[config.mk]
export PLATFORM = sky130hd
export DESIGN_NAME = cluster_round_ctrl
export DESIGN_NICKNAME = d
export VERILOG_FILES = /design/src/rtl/node_pkg.sv /design/src/rtl/tdma_slot_timer.sv /design/src/rtl/cluster_round_ctrl.sv
export SDC_FILE = /design/constraint.sdc
export NUM_CORES = 1
export LEC_CHECK = 0
export CORE_ASPECT_RATIO = 0.8
export CORE_MARGIN = 1
export CORE_UTILIZATION = 50
export CTS_CLUSTER_SIZE = 14
export DETAILED_ROUTE_END_ITERATION = 10
export PLACE_DENSITY = 0.81
export SETUP_SLACK_MARGIN = 0.3
export SYNTH_ARGS = -nofsm -noshare
export SYNTH_HDL_FRONTEND = slang
export SYNTH_SLANG_ARGS = --single-unit
[constraint.sdc]
create_clock -name clk -period 2.7 [get_ports clk]
set_input_delay 0.27 -clock clk [delete_from_list [all_inputs] [get_ports clk]]
set_output_delay 0.27 -clock clk [all_outputs]
set_load 0.1 [all_outputs]
[src/rtl/node_pkg.sv]
// Definitions shared by the node's round sequencer and myNodeInfo: round phase
// codes, radio tx message codes and the node word width.
package node_pkg;

   localparam int NODE_W = 16;
   typedef logic [NODE_W-1:0] node_word_t;

   localparam logic [2:0] PH_IDLE     = 3'd0;
   localparam logic [2:0] PH_UPDATE   = 3'd1;
   localparam logic [2:0] PH_SETTLE   = 3'd2;
   localparam logic [2:0] PH_ANNOUNCE = 3'd3;
   localparam logic [2:0] PH_JOIN     = 3'd4;
   localparam logic [2:0] PH_TDMA     = 3'd5;

   typedef enum logic [1:0] {
      TX_NONE     = 2'b00,
      TX_CH_ADV   = 2'b01,
      TX_JOIN_REQ = 2'b10
   } tx_type_t;

endpackage

[src/rtl/tdma_slot_timer.sv]
// TDMA frame timing: cycles within a slot, slot index within a frame, frames per round.
// Held cleared whenever the round is not in its TDMA phase.
module tdma_slot_timer #(
   parameter int SLOT_LEN    = 8,
   parameter int MAX_MEMBERS = 7,
   parameter int FRAMES      = 4
) (
   input  logic       clk,
   input  logic       nrst,
   input  logic       run,
   output logic [7:0] timeslot,
   output logic       frame_wrap,
   output logic       last_frame
);

   localparam int CW = (SLOT_LEN > 1) ? $clog2(SLOT_LEN) : 1;
   localparam int FW = $clog2(FRAMES + 1);
   localparam logic [CW-1:0] CYC_LAST   = CW'(SLOT_LEN - 1);
   localparam logic [7:0]    SLOT_LAST  = 8'(MAX_MEMBERS);
   localparam logic [FW-1:0] FRAME_LAST = FW'(FRAMES - 1);

   logic [CW-1:0] cyc;
   logic [FW-1:0] frame_cnt;
   logic          slot_end;

   assign slot_end   = cyc == CYC_LAST;
   assign frame_wrap = run && slot_end && (timeslot == SLOT_LAST);
   assign last_frame = frame_cnt == FRAME_LAST;

   always_ff @(posedge clk) begin
      if (!nrst || !run) begin
         cyc       <= '0;
         timeslot  <= '0;
         frame_cnt <= '0;
      end else if (slot_end) begin
         cyc <= '0;
         if (timeslot == SLOT_LAST) begin
            timeslot  <= '0;
            frame_cnt <= frame_cnt + 1'b1;
         end else begin
            timeslot <= timeslot + 8'd1;
         end
      end else begin
         cyc <= cyc + 1'b1;
      end
   end

endmodule

[src/rtl/cluster_round_ctrl.sv]
// Per-round sequencer for a clustered WSN node: node-info refresh, CH advertisement
// or join handshake, then the TDMA frame schedule until the round ends.
module cluster_round_ctrl
   import node_pkg::*;
#(
   parameter int JOIN_WIN    = 16,
   parameter int SLOT_LEN    = 8,
   parameter int MAX_MEMBERS = 7,
   parameter int FRAMES      = 4
) (
   input  logic       clk,
   input  logic       nrst,
   input  logic       start_round,
   input  logic       role,
   input  logic       low_E,
   input  logic       tx_ack,
   input  logic       join_rx,
   input  logic       slot_rx,
   input  logic [7:0] slot_idx_in,
   output logic       en_MNI,
   output logic       tx_req,
   output logic [1:0] tx_type,
   output logic [7:0] timeslot,
   output logic       my_slot,
   output logic [7:0] member_count,
   output logic [2:0] phase,
   output logic       round_done
);

   localparam int WW = $clog2(JOIN_WIN);
   localparam logic [WW-1:0] WIN_LAST = WW'(JOIN_WIN - 1);
   localparam logic [7:0]    MAXM     = 8'(MAX_MEMBERS);

   logic [2:0]    state;
   logic [2:0]    state_nx;
   logic          is_ch;
   logic          join_acked;
   logic          low_e_seen;
   logic          slot_valid;
   logic [7:0]    slot_reg;
   logic [WW-1:0] win_cnt;
   logic          in_join;
   logic          in_tdma;
   logic          join_pending;
   logic          slot_accept;
   logic          frame_wrap;
   logic          last_frame;
   logic          round_end;

   assign in_join      = state == PH_JOIN;
   assign in_tdma      = state == PH_TDMA;
   assign join_pending = in_join && !is_ch && !join_acked;
   assign slot_accept  = in_join && !is_ch && slot_rx &&
                         (slot_idx_in != 8'd0) && (slot_idx_in <= MAXM);
   // low_E on the wrap cycle itself also ends the round at this frame boundary
   assign round_end    = in_tdma && frame_wrap && (last_frame || low_e_seen || low_E);

   tdma_slot_timer #(
      .SLOT_LEN   (SLOT_LEN),
      .MAX_MEMBERS(MAX_MEMBERS),
      .FRAMES     (FRAMES)
   ) u_timer (
      .clk       (clk),
      .nrst      (nrst),
      .run       (in_tdma),
      .timeslot  (timeslot),
      .frame_wrap(frame_wrap),
      .last_frame(last_frame)
   );

   always_comb begin
      state_nx = state;
      case (state)
         PH_IDLE:     if (start_round) state_nx = PH_UPDATE;
         PH_UPDATE:   state_nx = PH_SETTLE;
         PH_SETTLE:   state_nx = role ? PH_ANNOUNCE : PH_JOIN;
         PH_ANNOUNCE: if (tx_ack) state_nx = PH_JOIN;
         PH_JOIN:     if (win_cnt == WIN_LAST) state_nx = PH_TDMA;
         PH_TDMA:     if (round_end) state_nx = PH_IDLE;
         default:     state_nx = PH_IDLE;
      endcase
   end

   always_ff @(posedge clk) begin
      if (!nrst) begin
         state        <= PH_IDLE;
         is_ch        <= 1'b0;
         join_acked   <= 1'b0;
         low_e_seen   <= 1'b0;
         slot_valid   <= 1'b0;
         win_cnt      <= '0;
         member_count <= '0;
         round_done   <= 1'b0;
      end else begin
         state      <= state_nx;
         round_done <= round_end;
         low_e_seen <= in_tdma && (low_e_seen || low_E);
         win_cnt    <= (in_join && (win_cnt != WIN_LAST)) ? win_cnt + 1'b1 : '0;
         if (state == PH_UPDATE) begin
            member_count <= '0;
            slot_valid   <= 1'b0;
         end
         if (state == PH_SETTLE) begin
            is_ch      <= role;
            join_acked <= 1'b0;
         end
         if (in_join && !is_ch && tx_ack) join_acked <= 1'b1;
         if (in_join && is_ch && join_rx && (member_count < MAXM))
            member_count <= member_count + 8'd1;
         if (slot_accept) slot_valid <= 1'b1;
      end
   end

   // Slot value is only meaningful while slot_valid is set, so it carries no reset.
   always_ff @(posedge clk) begin
      if (slot_accept) slot_reg <= slot_idx_in;
   end

   assign phase   = state;
   assign en_MNI  = state == PH_UPDATE;
   assign tx_req  = (state == PH_ANNOUNCE) || join_pending;
   assign my_slot = in_tdma && (is_ch ? (timeslot == 8'd0)
                                      : (slot_valid && (timeslot == slot_reg)));

   always_comb begin
      tx_type = TX_NONE;
      if (state == PH_ANNOUNCE) tx_type = TX_CH_ADV;
      else if (join_pending)    tx_type = TX_JOIN_REQ;
   end

endmodule

==> results.md <==
* Syn Inst Count at roughly 200
* Die Y at 56.9 um
* Die footprint at roughly 4000 um2
* CTS tree: done
* Number of global-route vias before repair at 1438
* Resize count post-CTS at 0
* Routability Congestion at ~0.77
* Status: finished with violations
* CP required at ~2.4 ns
* Post-synthesis mux area share at 0.00532
* Hold path depth at 1
* First-pass GRT wire length at 6350 um
* Slowest-stage cell, CP: or4_1
* Vias per cell at 5.32
* Width of the chip at 70.6 um
* GRT Total Usage at 0.204
* Post-CTS setup buffers at 0
* Area growth from synthesis to layout at 25.2%
* P per Cell Area at 549 nW/um2
* Slew Limit Headroom at 0.707
* Hold path endpoint: u_timer.cyc[0]$_SDFF_PP0_
* Unrepaired setup endpoints after global routing: false
* Syn Area/Cell at 9.65 um2
* ANT cells at 0
* Largest family of logic cells by synthesized area: simple AND/OR/NAND/NOR gates
* Leak pwr at 0.902 nW
* Pins Over Slew Limit at 0
* Core region area at approximately 3500 um2
* Routed Wire Length at 3720 um
* Placed inst area at around 2300 um2
* DRC at 6
* Fin crit share at 0.835
* Initial core utilization at 0.535
* Failing checks: design-rule violations
* Htree depth at 2
* R2R cell count at 4
* CTS Buffer Depth at 2
* Pin count of the biggest net entering global routing at 16
* Tightest Hold Check Type: reg -> reg
* Grt total ovfl at 0
* Post-Synth Adder-Cell Area at 0.0532
* CP endpoint kind: primary output
* DR pass1 iterations at 7
* Clock Tree Root: clkbuf_8
* VDD IR-drop max at approximately 0.00042 V
* Worst Skew at 0.00460 ns
* Synth unique cells at 43
* Fin. Hold Viols at 0
* Num rows at 19
* Final setup viols at 0
* Critical path arrival at 1.98 ns
* Post-synth net total at between 200 and 250
* Crit-path cells: and3b_1 > nand3_1 > or4_1 > o21ai_2 > buf_12
* FF+latch count, synth at between 40 and 50
* Critical Setup Path Class: reg -> out
* Min cycle time layout at 2.25 ns
* FF-to-FF Start: phase[2]$_SDFFE_PN0P_
* Compound-cell area share of the yosys netlist at 0.0818
* Num CTS Buffers at 5
* Number of warnings printed during yosys synthesis at 0
* Total Neg Setup Slack at 0 ns
* CTS clk-pin slew, worst paths at 0.07 ns
* HPWL reported at the end of detailed placement at 2680 um
* Max cap viols at 0
* Register area share after synthesis at 0.489
* FILL cells at 291
* Final #Nets at approximately 260
* Final ANT Viol Nets at 0
* First-iteration detailed-routing DRC count at 100
* Total number of vias at 1475
* F_max at 444 MHz
* Sinks on Clock Net at 42
* Worst R2R End: slot_reg[5]$_DFFE_PP_
* Synth Area in XOR/XNOR at 0.0884
* Cell Area, Synth at between 1500 and 2000 um2
* Synth Area in Simple Gates at 0.239
* HP Start: u_timer.cyc[0]$_SDFF_PP0_
* Layout cells sized above 1 at 0.179
* I/O pins at 41
* Hold Buf Count CTS at 0
* Max incr delay on CP at 0.54 ns
* Clk_lat worst skew at roughly 0.29 ns
* Worst-path fanout max at 15
* Final Cell Area at 2360 um2
* Initial antenna violation count at 0
* Startpoint Class: flip-flop
* Drt wl/cell at 13.4 um
* Reg-to-reg slack, setup at 0.70 ns
* Buffers on Ports at 40
* Worst slew pin tran at 0.436 ns
## power by group
group | internal [mW] | switching (mW)
clock network | 0.178 | 0.202
registers | 0.649 | 0.0265
logic | 0.0714 | 0.166
total | 0.899 | 0.395
## cells by family after synthesis
| family | count (synthesis) |
|---|---|
| AND/OR/NAND/NOR | 84 |
| flip-flops | 42 |
| AO/OA/AOI/OAI | 23 |
| XOR/XNOR | 19 |
| buffers and inverters | 18 |
| adder cells (fa/ha/maj) | 8 |
| multiplexers | 1 |
## worst max-delay path: cells and delay by family (launching register included)
family / cells / cell delay, ns
flip-flops: 1 / 0.50
AND/OR/NAND/NOR: 3 / 0.89
buffers and inverters: 1 / 0.20
AO/OA/AOI/OAI: 1 / 0.11
## per-stage QoR
step	hold slack (ns)	cells	worst slack, ns	total power [mW]	utilization
global route	0.446	277	0.354	1.35	0.670
global placement	0.412	269	0.693	0.926	0.647
CTS	0.442	277	0.438	1.31	0.670
detailed placement	0.430	269	0.647	0.928	0.647
finish	0.435	277	0.446	1.29	0.670
floorplan	0.369	195	0.140	0.867	-
## worst max-delay path by stage
stage | startpoint | end | slack, ns | cells past startpoint
finish | phase[2]$_SDFFE_PN0P_ | my_slot | 0.45 | 5
global route | phase[2]$_SDFFE_PN0P_ | my_slot | 0.35 | 5
CTS | phase[2]$_SDFFE_PN0P_ | my_slot | 0.44 | 5
detailed placement | slot_idx_in[4] | slot_reg[4]$_DFFE_PP_ | 0.65 | 5
global placement | slot_idx_in[4] | slot_reg[4]$_DFFE_PP_ | 0.69 | 5
floorplan | u_timer.timeslot[4]$_SDFFE_PP0N_ | my_slot | 0.14 | 5
## area by class of cell
cell class | count | area (um2) | share of cell area
clock inverters | 2 | 8.76 | 0.00372
clock buffers | 6 | 72.6 | 0.0308
multi-input cells | 135 | 900 | 0.382
flip-flops and latches | 42 | 923 | 0.392
well taps | 42 | 52.6 | 0.0223
repair buffers | 43 | 373 | 0.158
inverters | 7 | 26.3 | 0.0112
## synth_stat cells (all sizes together)
cell     count  area (um2)
o31a         1        8.76
nor4         2        18.8
nor3b        4        30.0
ha           8         100
or4          1        7.51
o21a         2        15.0
nand3        4        20.0
nand3b       4        30.0
o22ai        2        12.5
nor3         5        25.0
clkbuf       4        15.0
xnor2       13         114
and4         1        8.76
and3         6        37.5
or2          1        6.26
inv          7        26.3
or4b         1        10.0
or3          2        12.5
and3b        1        8.76
a21oi        5        25.0
a2bb2oi      1        8.76
mux2i        1        10.0
o21ai        3        15.0
a31oi        1        6.26
a31o         1        8.76
a211oi       1        7.51
nand2b       4        25.0
o211ai       1        7.51
and2         1        6.26
buf          7        40.0
nor4b        1        8.76
nor2        26        97.6
edfxtp       8         240
nand4b       1        8.76
nand2       14        52.6
a41oi        1        8.76
xor2         6        52.6
a21boi       4        30.0
nand4        4        25.0
dfxtp       34         681
nor4bb       1        10.0
## cells in the final DEF, fill, tap and decap left out, types with 4 or more instances in the layout
cell type        count
clkbuf_8             5
nand4_1              4
nand2b_1             4
a21boi_0             4
nand3b_1             4
and3_1               6
edfxtp_1             8
nor3_1               5
nand3_1              4
xor2_1               6
a21oi_1              5
clkdlybuf4s50_1     15
nand2_1             14
xnor2_1             13
buf_4               27
nor3b_1              4
nor2_1              24
dfxtp_1             32
inv_1                7
ha_1                 8
## per-layer routing
| metal | track usage | part of all wire | up-vias |
|---|---|---|---|
| met5 | 0 | 0 | - |
| li1 | - | - | 748 |
| met2 | 0.326 | 0.43 | 32 |
| met3 | 0.0575 | 0.049 | 4 |
| met4 | 0.0543 | 0.0078 | 0 |
| met1 | 0.272 | 0.51 | 691 |
(Power assumes the default switching activity.)
